`src/rtl/muldiv_unit_if.sv`:
```
// rtl/muldiv_unit_if.sv - request/result bundle between the EX stage and muldiv_unit
//
// Purpose: groups the multiply/divide request, HI/LO write port and results.
// Signals:
//   start, alu_ctr, src_a, src_b  operation request (master -> slave)
//   hi_we, lo_we, wdata           direct HI/LO write (master -> slave)
//   busy, done, div_zero, hi, lo  status and architectural HI/LO (slave -> master)
interface muldiv_unit_if #(
  parameter int WIDTH = 32
);
  logic             start;
  logic [3:0]       alu_ctr;
  logic [WIDTH-1:0] src_a;
  logic [WIDTH-1:0] src_b;
  logic             hi_we;
  logic             lo_we;
  logic [WIDTH-1:0] wdata;
  logic             busy;
  logic             done;
  logic             div_zero;
  logic [WIDTH-1:0] hi;
  logic [WIDTH-1:0] lo;

  modport master (
    output start, alu_ctr, src_a, src_b, hi_we, lo_we, wdata,
    input  busy, done, div_zero, hi, lo
  );

  modport slave (
    input  start, alu_ctr, src_a, src_b, hi_we, lo_we, wdata,
    output busy, done, div_zero, hi, lo
  );
endinterface

```
`src/rtl/muldiv_unit.sv`:
```
// rtl/muldiv_unit.sv - iterative multiply/divide unit owning HI/LO
//
// Purpose: MUL/MULU (radix-2 shift-add) and DIV/DIVU (restoring), one bit per
// cycle on magnitudes with sign correction at the end; MTHI/MTLO writes.
// Ports:
//   clk  system clock, rising edge
//   rst  synchronous active-high reset
//   bus  muldiv_unit_if.slave: request, HI/LO write, busy/done/div_zero, hi/lo
module muldiv_unit #(
  parameter int WIDTH = 32
) (
  input  logic         clk,
  input  logic         rst,
  muldiv_unit_if.slave bus
);
  localparam int CW = $clog2(WIDTH + 1);

  typedef enum logic [1:0] {IDLE, CALC, FIX} state_t;

  state_t             state_q, state_d;
  logic [CW-1:0]      cnt_q, cnt_d;
  logic               div_q, div_d;       // current op is a divide
  logic               neg_q, neg_d;       // product/quotient must be negated
  logic               rneg_q, rneg_d;     // remainder must be negated
  logic [WIDTH-1:0]   b_q, b_d;           // multiplicand / divisor magnitude
  logic [WIDTH-1:0]   raw_a_q, raw_a_d;   // unmodified src_a for divide-by-zero
  logic [2*WIDTH-1:0] acc_q, acc_d;       // {hi part, lo part} working register
  logic [WIDTH-1:0]   hi_q, hi_d, lo_q, lo_d;
  logic               done_q, done_d;
  logic               dz_q, dz_d;

  logic               valid_op, sgn, a_neg, b_neg;
  logic [WIDTH-1:0]   a_mag, b_mag, addend;
  logic [WIDTH:0]     mul_sum, div_diff;
  logic [2*WIDTH-1:0] prod_fix;

  // 4'b10xx are the four multiply/divide codes; bit1 selects divide, bit0 unsigned
  assign valid_op = (bus.alu_ctr[3:2] == 2'b10);
  assign sgn      = ~bus.alu_ctr[0];
  assign a_neg    = sgn & bus.src_a[WIDTH-1];
  assign b_neg    = sgn & bus.src_b[WIDTH-1];
  assign a_mag    = a_neg ? -bus.src_a : bus.src_a;
  assign b_mag    = b_neg ? -bus.src_b : bus.src_b;

  // Multiply step: conditionally add the multiplicand to the upper half, then
  // shift the whole accumulator right (carry lands in the top bit).
  assign addend   = acc_q[0] ? b_q : '0;
  assign mul_sum  = {1'b0, acc_q[2*WIDTH-1:WIDTH]} + {1'b0, addend};

  // Divide step: remainder shifted left with the next dividend bit, minus divisor.
  assign div_diff = acc_q[2*WIDTH-1:WIDTH-1] - {1'b0, b_q};

  assign prod_fix = neg_q ? -acc_q : acc_q;

  always_comb begin
    state_d = state_q;
    cnt_d   = cnt_q;
    div_d   = div_q;
    neg_d   = neg_q;
    rneg_d  = rneg_q;
    b_d     = b_q;
    raw_a_d = raw_a_q;
    acc_d   = acc_q;
    hi_d    = hi_q;
    lo_d    = lo_q;
    done_d  = 1'b0;
    dz_d    = dz_q;

    case (state_q)
      IDLE: begin
        if (bus.start) begin
          if (valid_op) begin
            div_d   = bus.alu_ctr[1];
            neg_d   = a_neg ^ b_neg;
            rneg_d  = a_neg;
            b_d     = b_mag;
            raw_a_d = bus.src_a;
            acc_d   = {{WIDTH{1'b0}}, a_mag};
            cnt_d   = CW'(WIDTH);
            dz_d    = 1'b0;
            state_d = CALC;
          end
        end else begin
          if (bus.hi_we) hi_d = bus.wdata;
          if (bus.lo_we) lo_d = bus.wdata;
        end
      end

      CALC: begin
        if (div_q) begin
          if (!div_diff[WIDTH]) acc_d = {div_diff[WIDTH-1:0], acc_q[WIDTH-2:0], 1'b1};
          else                  acc_d = {acc_q[2*WIDTH-2:0], 1'b0};
        end else begin
          acc_d = {mul_sum, acc_q[WIDTH-1:1]};
        end
        cnt_d = cnt_q - CW'(1);
        if (cnt_q == CW'(1)) state_d = FIX;
      end

      FIX: begin
        if (div_q) begin
          if (b_q == '0) begin
            // Divide by zero: raw dividend in HI, no sign correction
            lo_d = '1;
            hi_d = raw_a_q;
            dz_d = 1'b1;
          end else begin
            lo_d = neg_q  ? -acc_q[WIDTH-1:0]       : acc_q[WIDTH-1:0];
            hi_d = rneg_q ? -acc_q[2*WIDTH-1:WIDTH] : acc_q[2*WIDTH-1:WIDTH];
          end
        end else begin
          hi_d = prod_fix[2*WIDTH-1:WIDTH];
          lo_d = prod_fix[WIDTH-1:0];
        end
        done_d  = 1'b1;
        state_d = IDLE;
      end

      default: state_d = IDLE;
    endcase
  end

  always_ff @(posedge clk) begin
    if (rst) begin
      state_q <= IDLE;
      cnt_q   <= '0;
      div_q   <= 1'b0;
      neg_q   <= 1'b0;
      rneg_q  <= 1'b0;
      b_q     <= '0;
      raw_a_q <= '0;
      acc_q   <= '0;
      hi_q    <= '0;
      lo_q    <= '0;
      done_q  <= 1'b0;
      dz_q    <= 1'b0;
    end else begin
      state_q <= state_d;
      cnt_q   <= cnt_d;
      div_q   <= div_d;
      neg_q   <= neg_d;
      rneg_q  <= rneg_d;
      b_q     <= b_d;
      raw_a_q <= raw_a_d;
      acc_q   <= acc_d;
      hi_q    <= hi_d;
      lo_q    <= lo_d;
      done_q  <= done_d;
      dz_q    <= dz_d;
    end
  end

  assign bus.busy     = (state_q != IDLE);
  assign bus.done     = done_q;
  assign bus.div_zero = dz_q;
  assign bus.hi       = hi_q;
  assign bus.lo       = lo_q;
endmodule

```
`src/flat_wrapper.sv`:
```
// flat-port wrapper written by rule: the top's interface ports become plain ports
module muldiv_unit_flat 
#(
  parameter int WIDTH = 32
)
  (clk, rst, bus_start, bus_alu_ctr, bus_src_a, bus_src_b, bus_hi_we, bus_lo_we, bus_wdata, bus_busy, bus_done, bus_div_zero, bus_hi, bus_lo);
  muldiv_unit_if #(.WIDTH(WIDTH)) bus_i ();
  input  logic clk;
  input  logic rst;
  input wire logic [$bits(bus_i.start)-1:0] bus_start;
  input wire logic [$bits(bus_i.alu_ctr)-1:0] bus_alu_ctr;
  input wire logic [$bits(bus_i.src_a)-1:0] bus_src_a;
  input wire logic [$bits(bus_i.src_b)-1:0] bus_src_b;
  input wire logic [$bits(bus_i.hi_we)-1:0] bus_hi_we;
  input wire logic [$bits(bus_i.lo_we)-1:0] bus_lo_we;
  input wire logic [$bits(bus_i.wdata)-1:0] bus_wdata;
  output wire logic [$bits(bus_i.busy)-1:0] bus_busy;
  output wire logic [$bits(bus_i.done)-1:0] bus_done;
  output wire logic [$bits(bus_i.div_zero)-1:0] bus_div_zero;
  output wire logic [$bits(bus_i.hi)-1:0] bus_hi;
  output wire logic [$bits(bus_i.lo)-1:0] bus_lo;
  assign bus_i.start = bus_start;
  assign bus_i.alu_ctr = bus_alu_ctr;
  assign bus_i.src_a = bus_src_a;
  assign bus_i.src_b = bus_src_b;
  assign bus_i.hi_we = bus_hi_we;
  assign bus_i.lo_we = bus_lo_we;
  assign bus_i.wdata = bus_wdata;
  assign bus_busy = bus_i.busy;
  assign bus_done = bus_i.done;
  assign bus_div_zero = bus_i.div_zero;
  assign bus_hi = bus_i.hi;
  assign bus_lo = bus_i.lo;
  muldiv_unit #(.WIDTH(WIDTH)) u_core (.clk(clk), .rst(rst), .bus(bus_i));
endmodule
```
`config.mk`:
```
export PLATFORM = sky130hd
export DESIGN_NAME = muldiv_unit_flat
export DESIGN_NICKNAME = d
export VERILOG_FILES = /design/src/rtl/muldiv_unit_if.sv /design/src/rtl/muldiv_unit.sv /design/src/flat_wrapper.sv
export SDC_FILE = /design/constraint.sdc
export NUM_CORES = 1
export LEC_CHECK = 0
export BUFFER_PORTS_ARGS = -buffer_cell sky130_fd_sc_hd__buf_2
export CELL_PAD_IN_SITES_DETAIL_PLACEMENT = 0
export CELL_PAD_IN_SITES_GLOBAL_PLACEMENT = 2
export CORE_ASPECT_RATIO = 0.75
export CORE_MARGIN = 2
export CORE_UTILIZATION = 38
export CTS_CLUSTER_SIZE = 30
export DETAILED_ROUTE_END_ITERATION = 12
export PLACE_DENSITY_LB_ADDON = 0.1
export SYNTH_ARGS = -nofsm -noshare
export SYNTH_HDL_FRONTEND = slang
export SYNTH_SLANG_ARGS = --single-unit
```
`constraint.sdc`:
```
create_clock -name clk -period 5.5 [get_ports clk]
set_input_delay 1.1 -clock clk [delete_from_list [all_inputs] [get_ports clk]]
set_output_delay 1.1 -clock clk [all_outputs]
set_load 0.01 [all_outputs]
```
==> metrics.txt <==
Final Non-Filler Cells=about 2800; layout cell share with drive strength beyond 1=13.0%; final worst path period need=around 4.5 ns; Main synth FF type=dfxtp_1; Sink Count=205; Synth Warn #=0; vias in the first global route=between 15000 and 20000; # DRC=0; Via Count=roughly 16000; Area Overhead vs Synth=13.7%; post-route clock period utilization=roughly 82%; part of the power in combinational logic=around 21%; Total GRT Usage=a little over a quarter; synth top area cells=dfxtp_1, a21oi_1, xnor2_1; status=completed; Clk network pwr share=around two fifths; remaining antenna violation count=0; Async S/R FF share, synth=0%; most common cell after layout, fill and taps aside=nor2_1; average wire per standard cell=around 22 um; clk_skew=0.0193 ns; sw frac=31.9%; Slew headroom=between 20% and 30%; Worst Tran Pin Value=roughly 1.2 ns; Worst Hold Class=reg -> reg; Clock Latency Late Sink=0.56 ns; mapped cell area=approximately 16000 um2; M1 wire length=roughly 31000 um; first-pass GRT wire length=slightly above 90000 um; met3 wire length=about 4500 um; Pint=2.90 mW; highest clock rate=approximately 220 MHz; NetSw=1.36 mW; Post-Syn Nets=around 2300; Pins Over Slew Limit=0; highest routed layer=met5; CP endpoint kind=register; syn_area_per_cell=7.41 um2; CTS HTree Levels=1; Cells after DPL=~2800; critical path required time=between 5 and 6 ns; register area share after synthesis=between 20% and 30%; total wire length=a little over 60000 um; most frequent cells in the layout=nor2_1, nand2_1, a21oi_1; iteration-0 DRC count of the detailed router=about 1200; Root Buffer=clkbuf_16; die width=approximately 240 um; clock slew at reported path FFs=around 0.07 ns; Buffers on Ports=between 150 and 200; number of CTS-inserted buffers=26; vias per inst=a little under 6; WS Path Type=reg -> reg; Post-synth EDFFs=0; GR Overflow Total=0; final net count=2400; FP Rows=64; leakage=between 7 and 8 nW; Pre-antenna DRT Iters=6; Mapped Cells=roughly 2100; Setup Buffers After CTS=0; initial core utilization=38.7%; RSZ-0062 raised after global routing=no; post-synth top area share=about a quarter; RePlAce Congestion=approximately 0.9; largest net degree at the start of global routing=70; initial antenna violation count=2; final core utilization=between 40% and 50%; Ports=between 150 and 200; crit path max fanout=27; Core Footprint=approximately 41000 um2; Fin. Hold Viols=0; Startpoint Class=register; peak supply drop=0.185 mV; cts repair resizes=0; cell taking the most area after synthesis=dfxtp_1; Yosys cell types=78; final worst slack=just over 1 ns; pre-CTS setup slack=1.10 ns; sequential share of power=a little under two fifths; Final setup viols=0; Post-CTS Hold Fix Bufs=0; die height=between 150 and 200 um; #FFs+latches synth=~210; die area=~43000 um2; WP data arrival=4.93 ns; clock buffer depth=3; setup_tns=0 ns; met2 wire len=23300 um; CTS tree=yes; max_cap viols=0; pwr dens=between 200 and 250 nW/um2; DP HPWL=~46000 um
-- worst max-delay path: stages, from the launching register on --
cell      delay (ns)
dfxtp_1         0.42
inv_1           0.11
ha_1            0.23
fa_1            0.38
nand2b_1        0.21
a211oi_1        0.36
o21ai_1         0.15
o31ai_2         0.35
a21oi_1         0.22
o31ai_1         0.57
xor2_4          0.49
buf_12          0.28
mux2i_1         0.22
nor2_1          0.05
a221o_1         0.28
-- stage by stage --
step | area, um2 | power (mW) | hold WS, ns
final | 18000 | 4.26 | 0.448
after floorplan | 15800 | 2.22 | 0.433
after global routing | 18000 | 4.45 | 0.461
after CTS | 18000 | 4.29 | 0.449
after detailed placement | 17200 | 2.53 | 0.441
after global placement | 17200 | 2.53 | 0.438
-- logic make-up after synthesis --
group | after synthesis | share of synthesized area [%]
buf+inv | 221 | 5.34
flops | 205 | 25.9
compound gates | 678 | 27.5
mux | 79 | 5.01
simple gates | 699 | 20.3
xor+xnor | 184 | 10.2
fa+ha+maj | 72 | 5.78
-- registers in the layout, indices dropped and copies added (netlist names), 2 cells and up --
| name | cells |
|---|---|
| u_core.cnt_q | 6 |
| u_core.raw_a_q | 32 |
| u_core.bus.hi | 32 |
| u_core.b_q | 32 |
| u_core.bus.lo | 32 |
| u_core.acc_q | 64 |
| u_core.state_q | 2 |
-- synth_stat cells (70+ instances only) --
cell and number:
inv_1 70, a21oi_1 212, a211oi_1 106, mux2i_1 77
clkbuf_1 129, nand2_1 240, xnor2_1 113, nor2_1 246
o21ai_0 132, xor2_1 71, ha_1 70, dfxtp_1 205
-- path summary, 6_finish.rpt --
kind                                   from                             end  slack [ns]  depth (start not counted)
max reg2reg   u_core.acc_q[31]$_SDFFE_PP0P_   u_core.acc_q[58]$_SDFFE_PP0P_        1.02                         14
min          u_core.bus.lo[19]$_SDFFE_PP0P_  u_core.bus.lo[19]$_SDFFE_PP0P_        0.45                          2
min reg2reg  u_core.bus.lo[19]$_SDFFE_PP0P_  u_core.bus.lo[19]$_SDFFE_PP0P_        0.45                          2
max           u_core.acc_q[31]$_SDFFE_PP0P_   u_core.acc_q[58]$_SDFFE_PP0P_        1.02                         14
-- per-layer routing --
| metal | global-route usage, % | vias to the layer above |
|---|---|---|
| li1 | - | 7887 |
| met1 | 42.4 | 7721 |
| met2 | 37.4 | 518 |
| met3 | 5.97 | 85 |
| met4 | 6.51 | 2 |
| met5 | 0 | - |
-- power by group through the flow --
stage	combinational (mW)	sequential, mW	clock, mW
final	0.883	1.63	1.74
after global routing	0.972	1.64	1.84
after CTS	0.874	1.63	1.78
after detailed placement	0.870	1.66	0
after global placement	0.872	1.66	0
after floorplan	0.585	1.63	0
-- area by class of cell --
class / instances / area (um2)
Multi-Input combinational cell: 1712 / 10900
Sequential cell: 205 / 4110
Inverter: 72 / 270
Tap cell: 561 / 702
Clock inverter: 12 / 134
Timing Repair Buffer: 206 / 1140
Fill cell: 4269 / 22900
Antenna cell: 1 / 2.50
Clock buffer: 35 / 724
Power figures use the tool's default switching activity.
